==> config.mk <==
export PLATFORM = sky130hd
export DESIGN_NAME = matrix_result_packer
export DESIGN_NICKNAME = d
export VERILOG_FILES = /design/src/rtl/matrix_pkg.sv /design/src/rtl/matrix_result_fifo.sv /design/src/rtl/matrix_result_packer.sv
export SDC_FILE = /design/constraint.sdc
export NUM_CORES = 2
export LEC_CHECK = 0
export CELL_PAD_IN_SITES_DETAIL_PLACEMENT = 1
export CELL_PAD_IN_SITES_GLOBAL_PLACEMENT = 2
export CORE_MARGIN = 5
export CORE_UTILIZATION = 40
export DETAILED_ROUTE_END_ITERATION = 8
export GPL_ROUTABILITY_DRIVEN = 0
export PLACE_DENSITY_LB_ADDON = 0.3
export SLEW_MARGIN = 5
export SYNTH_ARGS = -nofsm -noshare
export SYNTH_HDL_FRONTEND = slang
export SYNTH_SLANG_ARGS = --single-unit
==> constraint.sdc <==
create_clock -name clk -period 13.4 [get_ports clk]
set_clock_uncertainty 0.1 [all_clocks]
set_input_delay 2.68 -clock clk [delete_from_list [all_inputs] [get_ports clk]]
set_output_delay 2.68 -clock clk [all_outputs]
set_load 0.01 [all_outputs]
==> src/rtl/matrix_pkg.sv <==
// Shared constants and state encoding for the matrix result path.
package matrix_pkg;

    localparam int MTX_DW    = 16;
    localparam int MTX_LANES = 4;
    localparam int MTX_WORDS = 16;
    localparam int MTX_AW    = 10;

    typedef enum logic [1:0] {
        ST_IDLE  = 2'd0,
        ST_RUN   = 2'd1,
        ST_FLUSH = 2'd2
    } mtx_state_e;

endpackage

==> src/rtl/matrix_result_fifo.sv <==
// Two-entry word FIFO between the packer and the result RAM.
// The head entry is always presented on dout; clr empties it in one edge.
// A push while full is only accepted when a pop happens in the same cycle.
module matrix_result_fifo #(
    parameter int W = 256
) (
    input  logic         clk,
    input  logic         rst,
    input  logic         clr,
    input  logic         push,
    input  logic         pop,
    input  logic [W-1:0] din,
    output logic [W-1:0] dout,
    output logic         full,
    output logic         empty
);

    logic [W-1:0] mem_q [2];
    logic [W-1:0] mem_d [2];
    logic         wp_q, wp_d;
    logic         rp_q, rp_d;
    logic [1:0]   cnt_q, cnt_d;
    logic         push_ok, pop_ok;

    assign full  = (cnt_q == 2'd2);
    assign empty = (cnt_q == 2'd0);
    assign dout  = mem_q[rp_q];

    // Next pointers, occupancy and storage from push/pop/clear.
    always_comb begin
        mem_d   = mem_q;
        wp_d    = wp_q;
        rp_d    = rp_q;
        cnt_d   = cnt_q;
        pop_ok  = pop && !empty;
        push_ok = push && (!full || pop_ok);
        if (clr) begin
            wp_d  = 1'b0;
            rp_d  = 1'b0;
            cnt_d = 2'd0;
        end else begin
            if (push_ok) begin
                mem_d[wp_q] = din;
                wp_d        = ~wp_q;
            end
            if (pop_ok) begin
                rp_d = ~rp_q;
            end
            if (push_ok && !pop_ok) begin
                cnt_d = cnt_q + 2'd1;
            end else if (pop_ok && !push_ok) begin
                cnt_d = cnt_q - 2'd1;
            end
        end
    end

    // FIFO state register.
    always_ff @(posedge clk) begin
        if (rst) begin
            mem_q <= '{default: '0};
            wp_q  <= 1'b0;
            rp_q  <= 1'b0;
            cnt_q <= 2'd0;
        end else begin
            mem_q <= mem_d;
            wp_q  <= wp_d;
            rp_q  <= rp_d;
            cnt_q <= cnt_d;
        end
    end

endmodule

==> src/rtl/matrix_result_packer.sv <==
// Packs per-lane pipe results into WORDS-element RAM words, in arrival order,
// and writes them to the result RAM at an incrementing address.
// RAM handshake: a word moves when wr_en and wr_rdy are both high on a rising
// edge; wr_en stays high with stable wr_adr/wr_dat until that happens.
module matrix_result_packer
    import matrix_pkg::*;
#(
    parameter int LANES = MTX_LANES,
    parameter int DW    = MTX_DW,
    parameter int WORDS = MTX_WORDS,
    parameter int AW    = MTX_AW
) (
    input  logic                clk,
    input  logic                rst,
    input  logic                start,
    input  logic [15:0]         num_elem,
    input  logic [LANES-1:0]    in_en,
    input  logic [LANES*DW-1:0] in_dat,
    output logic                wr_en,
    input  logic                wr_rdy,
    output logic [AW-1:0]       wr_adr,
    output logic [WORDS*DW-1:0] wr_dat,
    output logic                busy,
    output logic                done,
    output logic                ovf,
    output logic [1:0]          STATE
);

    // Staging must hold a nearly full word plus one full lane beat.
    localparam int SW = WORDS + LANES - 1;
    localparam int FW = $clog2(SW + 1);
    localparam int WW = WORDS * DW;

    mtx_state_e     state_q, state_d;
    logic [15:0]    num_q, num_d;
    logic [15:0]    cnt_q, cnt_d;
    logic [FW-1:0]  fill_q, fill_d;
    logic [DW-1:0]  stage_q [SW];
    logic [DW-1:0]  stage_d [SW];
    logic [DW-1:0]  stg [SW];
    logic [AW-1:0]  adr_q, adr_d;
    logic           ovf_q, ovf_d;
    logic           done_q, done_d;
    logic           push, fifo_clr, fifo_full, fifo_empty, xfer;
    logic [WW-1:0]  push_word;
    int             nvalid, take, remain, nfill;

    assign wr_en  = !fifo_empty;
    assign xfer   = wr_en && wr_rdy;
    assign wr_adr = adr_q;
    assign busy   = (state_q != ST_IDLE);
    assign done   = done_q;
    assign ovf    = ovf_q;
    assign STATE  = state_q;

    // FSM next state, element accounting, staging append/shift and word push.
    always_comb begin
        state_d   = state_q;
        num_d     = num_q;
        cnt_d     = cnt_q;
        fill_d    = fill_q;
        stage_d   = stage_q;
        stg       = stage_q;
        adr_d     = adr_q;
        ovf_d     = ovf_q;
        done_d    = 1'b0;
        fifo_clr  = 1'b0;
        push      = 1'b0;
        push_word = '0;
        nvalid    = 0;
        take      = 0;
        nfill     = int'(fill_q);
        remain    = int'(num_q) - int'(cnt_q);

        for (int j = 0; j < LANES; j++) begin
            if (in_en[j]) nvalid = nvalid + 1;
        end

        if (xfer) adr_d = adr_q + 1'b1;

        if (start) begin
            // Start from any state aborts whatever is in flight.
            state_d  = ST_RUN;
            num_d    = num_elem;
            cnt_d    = '0;
            fill_d   = '0;
            stage_d  = '{default: '0};
            adr_d    = '0;
            ovf_d    = 1'b0;
            fifo_clr = 1'b1;
        end else begin
            case (state_q)
                ST_RUN: begin
                    if (cnt_q == num_q) begin
                        // All elements seen: emit any partial word zero-padded.
                        state_d = ST_FLUSH;
                        if (fill_q != '0) begin
                            push = 1'b1;
                            for (int k = 0; k < WORDS; k++) begin
                                if (k < int'(fill_q)) push_word[k*DW +: DW] = stage_q[k];
                            end
                        end
                        fill_d  = '0;
                        stage_d = '{default: '0};
                    end else begin
                        // Clip the beat so the run never exceeds num_elem.
                        take = (nvalid < remain) ? nvalid : remain;
                        for (int p = 0; p < SW; p++) begin
                            for (int j = 0; j < LANES; j++) begin
                                if (j < take && p == int'(fill_q) + j) stg[p] = in_dat[j*DW +: DW];
                            end
                        end
                        nfill = int'(fill_q) + take;
                        cnt_d = cnt_q + 16'(take);
                        if (nfill >= WORDS) begin
                            push = 1'b1;
                            for (int k = 0; k < WORDS; k++) push_word[k*DW +: DW] = stg[k];
                            stage_d = '{default: '0};
                            for (int p = 0; p < SW - WORDS; p++) stage_d[p] = stg[p + WORDS];
                            nfill = nfill - WORDS;
                        end else begin
                            stage_d = stg;
                        end
                        fill_d = FW'(nfill);
                    end
                end
                ST_FLUSH: begin
                    if (fifo_empty) begin
                        state_d = ST_IDLE;
                        done_d  = 1'b1;
                    end
                end
                default: ;
            endcase
            if (push && fifo_full && !xfer) ovf_d = 1'b1;
        end
    end

    // State and datapath registers.
    always_ff @(posedge clk) begin
        if (rst) begin
            state_q <= ST_IDLE;
            num_q   <= '0;
            cnt_q   <= '0;
            fill_q  <= '0;
            stage_q <= '{default: '0};
            adr_q   <= '0;
            ovf_q   <= 1'b0;
            done_q  <= 1'b0;
        end else begin
            state_q <= state_d;
            num_q   <= num_d;
            cnt_q   <= cnt_d;
            fill_q  <= fill_d;
            stage_q <= stage_d;
            adr_q   <= adr_d;
            ovf_q   <= ovf_d;
            done_q  <= done_d;
        end
    end

    matrix_result_fifo #(.W(WW)) u_fifo (
        .clk   (clk),
        .rst   (rst),
        .clr   (fifo_clr),
        .push  (push),
        .pop   (xfer),
        .din   (push_word),
        .dout  (wr_dat),
        .full  (fifo_full),
        .empty (fifo_empty)
    );

endmodule
==> impl_metrics.tcl <==
set metrics [dict create \
    status "complete, no violations" \
    die_area_um2 128900 \
    grtUsageTotal_pct 32.12 \
    worst_slack_ns 2.794 \
    ant_nets 0 \
    routedWlPerCell_um 29.96 \
    worst_slew_pin_slew_ns 1.325 \
    syn_area_um2 48720 \
    syn_to_final_growth_pct 15.83 \
    cts_htree_levels 3 \
    switching_share_pct 31.39 \
    cts_buffers 102 \
    drtIter0Drc 5648 \
    grt_max_degree 204 \
    path_clk_slew_ns 0.06 \
    synth_top_area_cell "dfxtp_1" \
    r2r_cells 29 \
    finalCritPeriodShare_pct 79.15 \
    fin_crit_ns 10.61 \
    syn-instance-count 5663 \
    synth.distinct_cells 97 \
    hpwl_um 135100 \
    synth_nets 5804 \
    crit_required_ns 13.93 \
    intPower_w 0.005014 \
    min_path_type "flip-flop to flip-flop" \
    port_buffers 359 \
    seqPwrFrac_pct 37.6 \
    ys_top_cells_by_area "dfxtp_1, a211oi_1, mux2_2" \
    ir_drop_v 0.00009489 \
    rows 128 \
    p_comb_share_pct 21.1 \
    multi_input_area_um2 28610 \
    initial_core_util_pct 40.13 \
    num_vias 48569 \
    seq_area_um2 17440 \
    r2r-end "u_fifo.mem_q[475]" \
    async_reset_ff_share_pct 0 \
    rrSetupSlack_ns 4.61 \
    maxCapViolCount 0 \
    cts_sinks 871 \
    setup_tns_ns 0 \
    setup_violations 0 \
    fmax_mhz 94.28 \
    yosysSeqAreaShare_pct 35.79 \
    final_hold_viol_count 0 \
    leakage_nw 18.47 \
    max_stage_delay_ns 0.50 \
    clock-root-buffer "clkbuf_16" \
    die_y_um 359.0 \
    yosysWarnings 0 \
    slew_headroom_pct 11.39 \
    rsz0062_at_grt "false" \
    n_fill_cell 13906 \
    cts_post_setup_buffers_inserted 0 \
    synth-edff-count 0 \
    drive_gt1_share_pct 13.60 \
    drtPass1Iterations 7 \
    finalMaxSlewViolations 0 \
    yosys_register_bits 871 \
    endpoint_kind "flip-flop" \
    via_per_inst 6.606 \
    fin_nets 5768 \
    cts_resized 0 \
    pwr_density_cell_nw_per_um2 129.5 \
    min_path_cells 2 \
    io_pins 360 \
    hold_buffers 0 \
    avgSynthCellArea_um2 8.603 \
    cts_tree "done" \
    arrival_ns 11.14 \
    grt_pass1_vias 47019 \
    die_x_um 359.0 \
    whs_endpoint "stage_q[22]" \
    slowest_stage "or3b_2" \
    grt_pass1_wl_um 321200 \
    synthFlopType "dfxtp_1" \
    pre_cts_ws_ns 2.255 \
    p_sw_w 0.002294 \
    crit_type "primary input to flip-flop" \
    wl_um 220200 \
    cp_max_fo 180 \
    clock_power_share_pct 41.3 \
    coreArea_um2 121400 \
    overflow 0 \
    clkLatencyLatePin_ns 0.73 \
    synth_top_area_share_pct 35.79 \
    r2r_start "cnt_q[1]" \
    worstHoldStart "stage_q[22]" \
    antenna_found_initial 18 \
    clk_path_buf_depth 3 \
    startpoint_type "primary input" \
    drcViolationCount 0 \
]
[routing by layer]
layer	up-vias	GRT usage, %	share of wire (%)
li1	21229	-	-
met1	24012	44.44	42
met2	2717	46.92	42
met3	603	7.735	11
met4	8	15.38	5.4
met5	-	0	0.030
[per-stage QoR]
stage	area (µm²)	hold slack (ns)	util [%]	total power, W	instances
2_1_floorplan	48720	0.3187	-	0.003701	5663
3_3_place_gp	52780	0.3289	43.48	0.004274	7148
3_5_place_dp	52780	0.3369	43.48	0.004301	7148
4_1_cts	56400	0.3497	46.46	0.007317	7339
5_1_grt	56400	0.3724	46.46	0.007541	7341
6_report	56430	0.3503	46.48	0.007308	7352
[cells in the final DEF (no fill, tap or decap), types with 24 or more instances in the layout]
cell             Yosys  final
nor2_1             763    759
mux2_2             256    256
a31oi_1             68     68
nor3_1              95     93
clkdlybuf4s50_1      0    329
buf_2              134     29
dfxtp_1            871    870
nand2_1            395    395
clkbuf_16            0    102
a211oi_1           529    526
clkbuf_8             0     24
ha_1                50     50
a211oi_2           116    117
or2_2               24     24
o21ai_0            132    131
nand3_1             81     81
clkbuf_1           424     27
nand2b_1            61     60
a22o_1             202    202
o22ai_1            145    145
buf_4                8    111
o221ai_1            80     80
inv_1               42     42
a21oi_1             87     85
a21o_1              43     43
mux2i_1            264    264
o32ai_1             35     35
or3_1               53     53
a22oi_1            293    293
and2_1              28     28
[cells by family (layout without fill, tap and decap cells)]
kind of cell             after synthesis  count (layout)  share of synthesized area (%)
AO/OA/AOI/OAI                       1895            1895                          30.17
AND/OR/NAND/NOR                     1613            1613                          14.78
flip-flops                           871             871                          35.79
buffers and inverters                666             717                          5.707
multiplexers                         520             520                          11.34
adder cells (fa/ha/maj)               53              53                          1.407
XOR/XNOR                              44              44                         0.7910
other                                  1              14                       0.007698
[registers in the layout, indices dropped and copies added (netlist names), 2 cells and up]
name,count
STATE,2
stage_q,304
u_fifo.cnt_q,2
cnt_q,16
wr_adr,10
num_q,16
fill_q,5
u_fifo.mem_q,512
[power groups by stage]
stage,combinational (W),sequential [W],clock (W)
after global placement,0.00148,0.00280,0
after CTS,0.00151,0.00275,0.00306
after detailed placement,0.00150,0.00280,0
final,0.00154,0.00275,0.00302
after global routing,0.00161,0.00276,0.00317
after floorplan,0.000917,0.00278,0
[Yosys cell counts (19+ instances only)]
library cell and count:
nand2b_1 61, a21o_1 43, a31oi_1 68, and2_1 28, dfxtp_1 871, a21oi_1 87
o221ai_1 80, a22oi_1 293, nor2_1 763, o2111ai_1 19, buf_2 134, a211oi_2 116
o32ai_1 35, nand3_1 81, nand4_1 21, xor2_1 23, clkbuf_1 424, or3_1 53
inv_1 42, nor3_1 95, buf_1 45, a211oi_1 529, ha_1 50, nand2_1 395
mux2i_1 264, mux2_2 256, o22ai_1 145, xnor2_1 21, a22o_1 202, or2_2 24
o21ai_0 132
[cell type report]
type	instances	area share [%]
multi-input combinational	4126	50.71
sequential	871	30.91
timing repair buffer	482	8.022
clock buffer	153	5.288
tap	1625	3.603
clock inverter	38	1.122
inverter	44	0.2927
antenna	13	0.05765
[worst max path at each step]
stage	start	endpoint	slack (ns)	cells past startpoint
finish	in_en[0]	u_fifo.mem_q[475]	2.79	31
global route	in_en[0]	u_fifo.mem_q[410]	2.09	31
CTS	in_en[0]	u_fifo.mem_q[444]	2.98	31
detailed placement	in_en[0]	u_fifo.mem_q[449]	2.26	31
global placement	in_en[0]	stage_q[259]	2.53	30
floorplan	in_en[0]	u_fifo.mem_q[470]	4.35	30
[critical path, delay by kind of cell]
| family | cells | cell delay, ns |
|---|---|---|
| simple gates | 7 | 1.69 |
| fa+ha+maj | 4 | 1.33 |
| xor+xnor | 1 | 0.24 |
| buf+inv | 6 | 1.70 |
| mux | 2 | 0.79 |
| compound gates | 11 | 2.24 |
No activity file was read; power rests on OpenSTA's default activity.
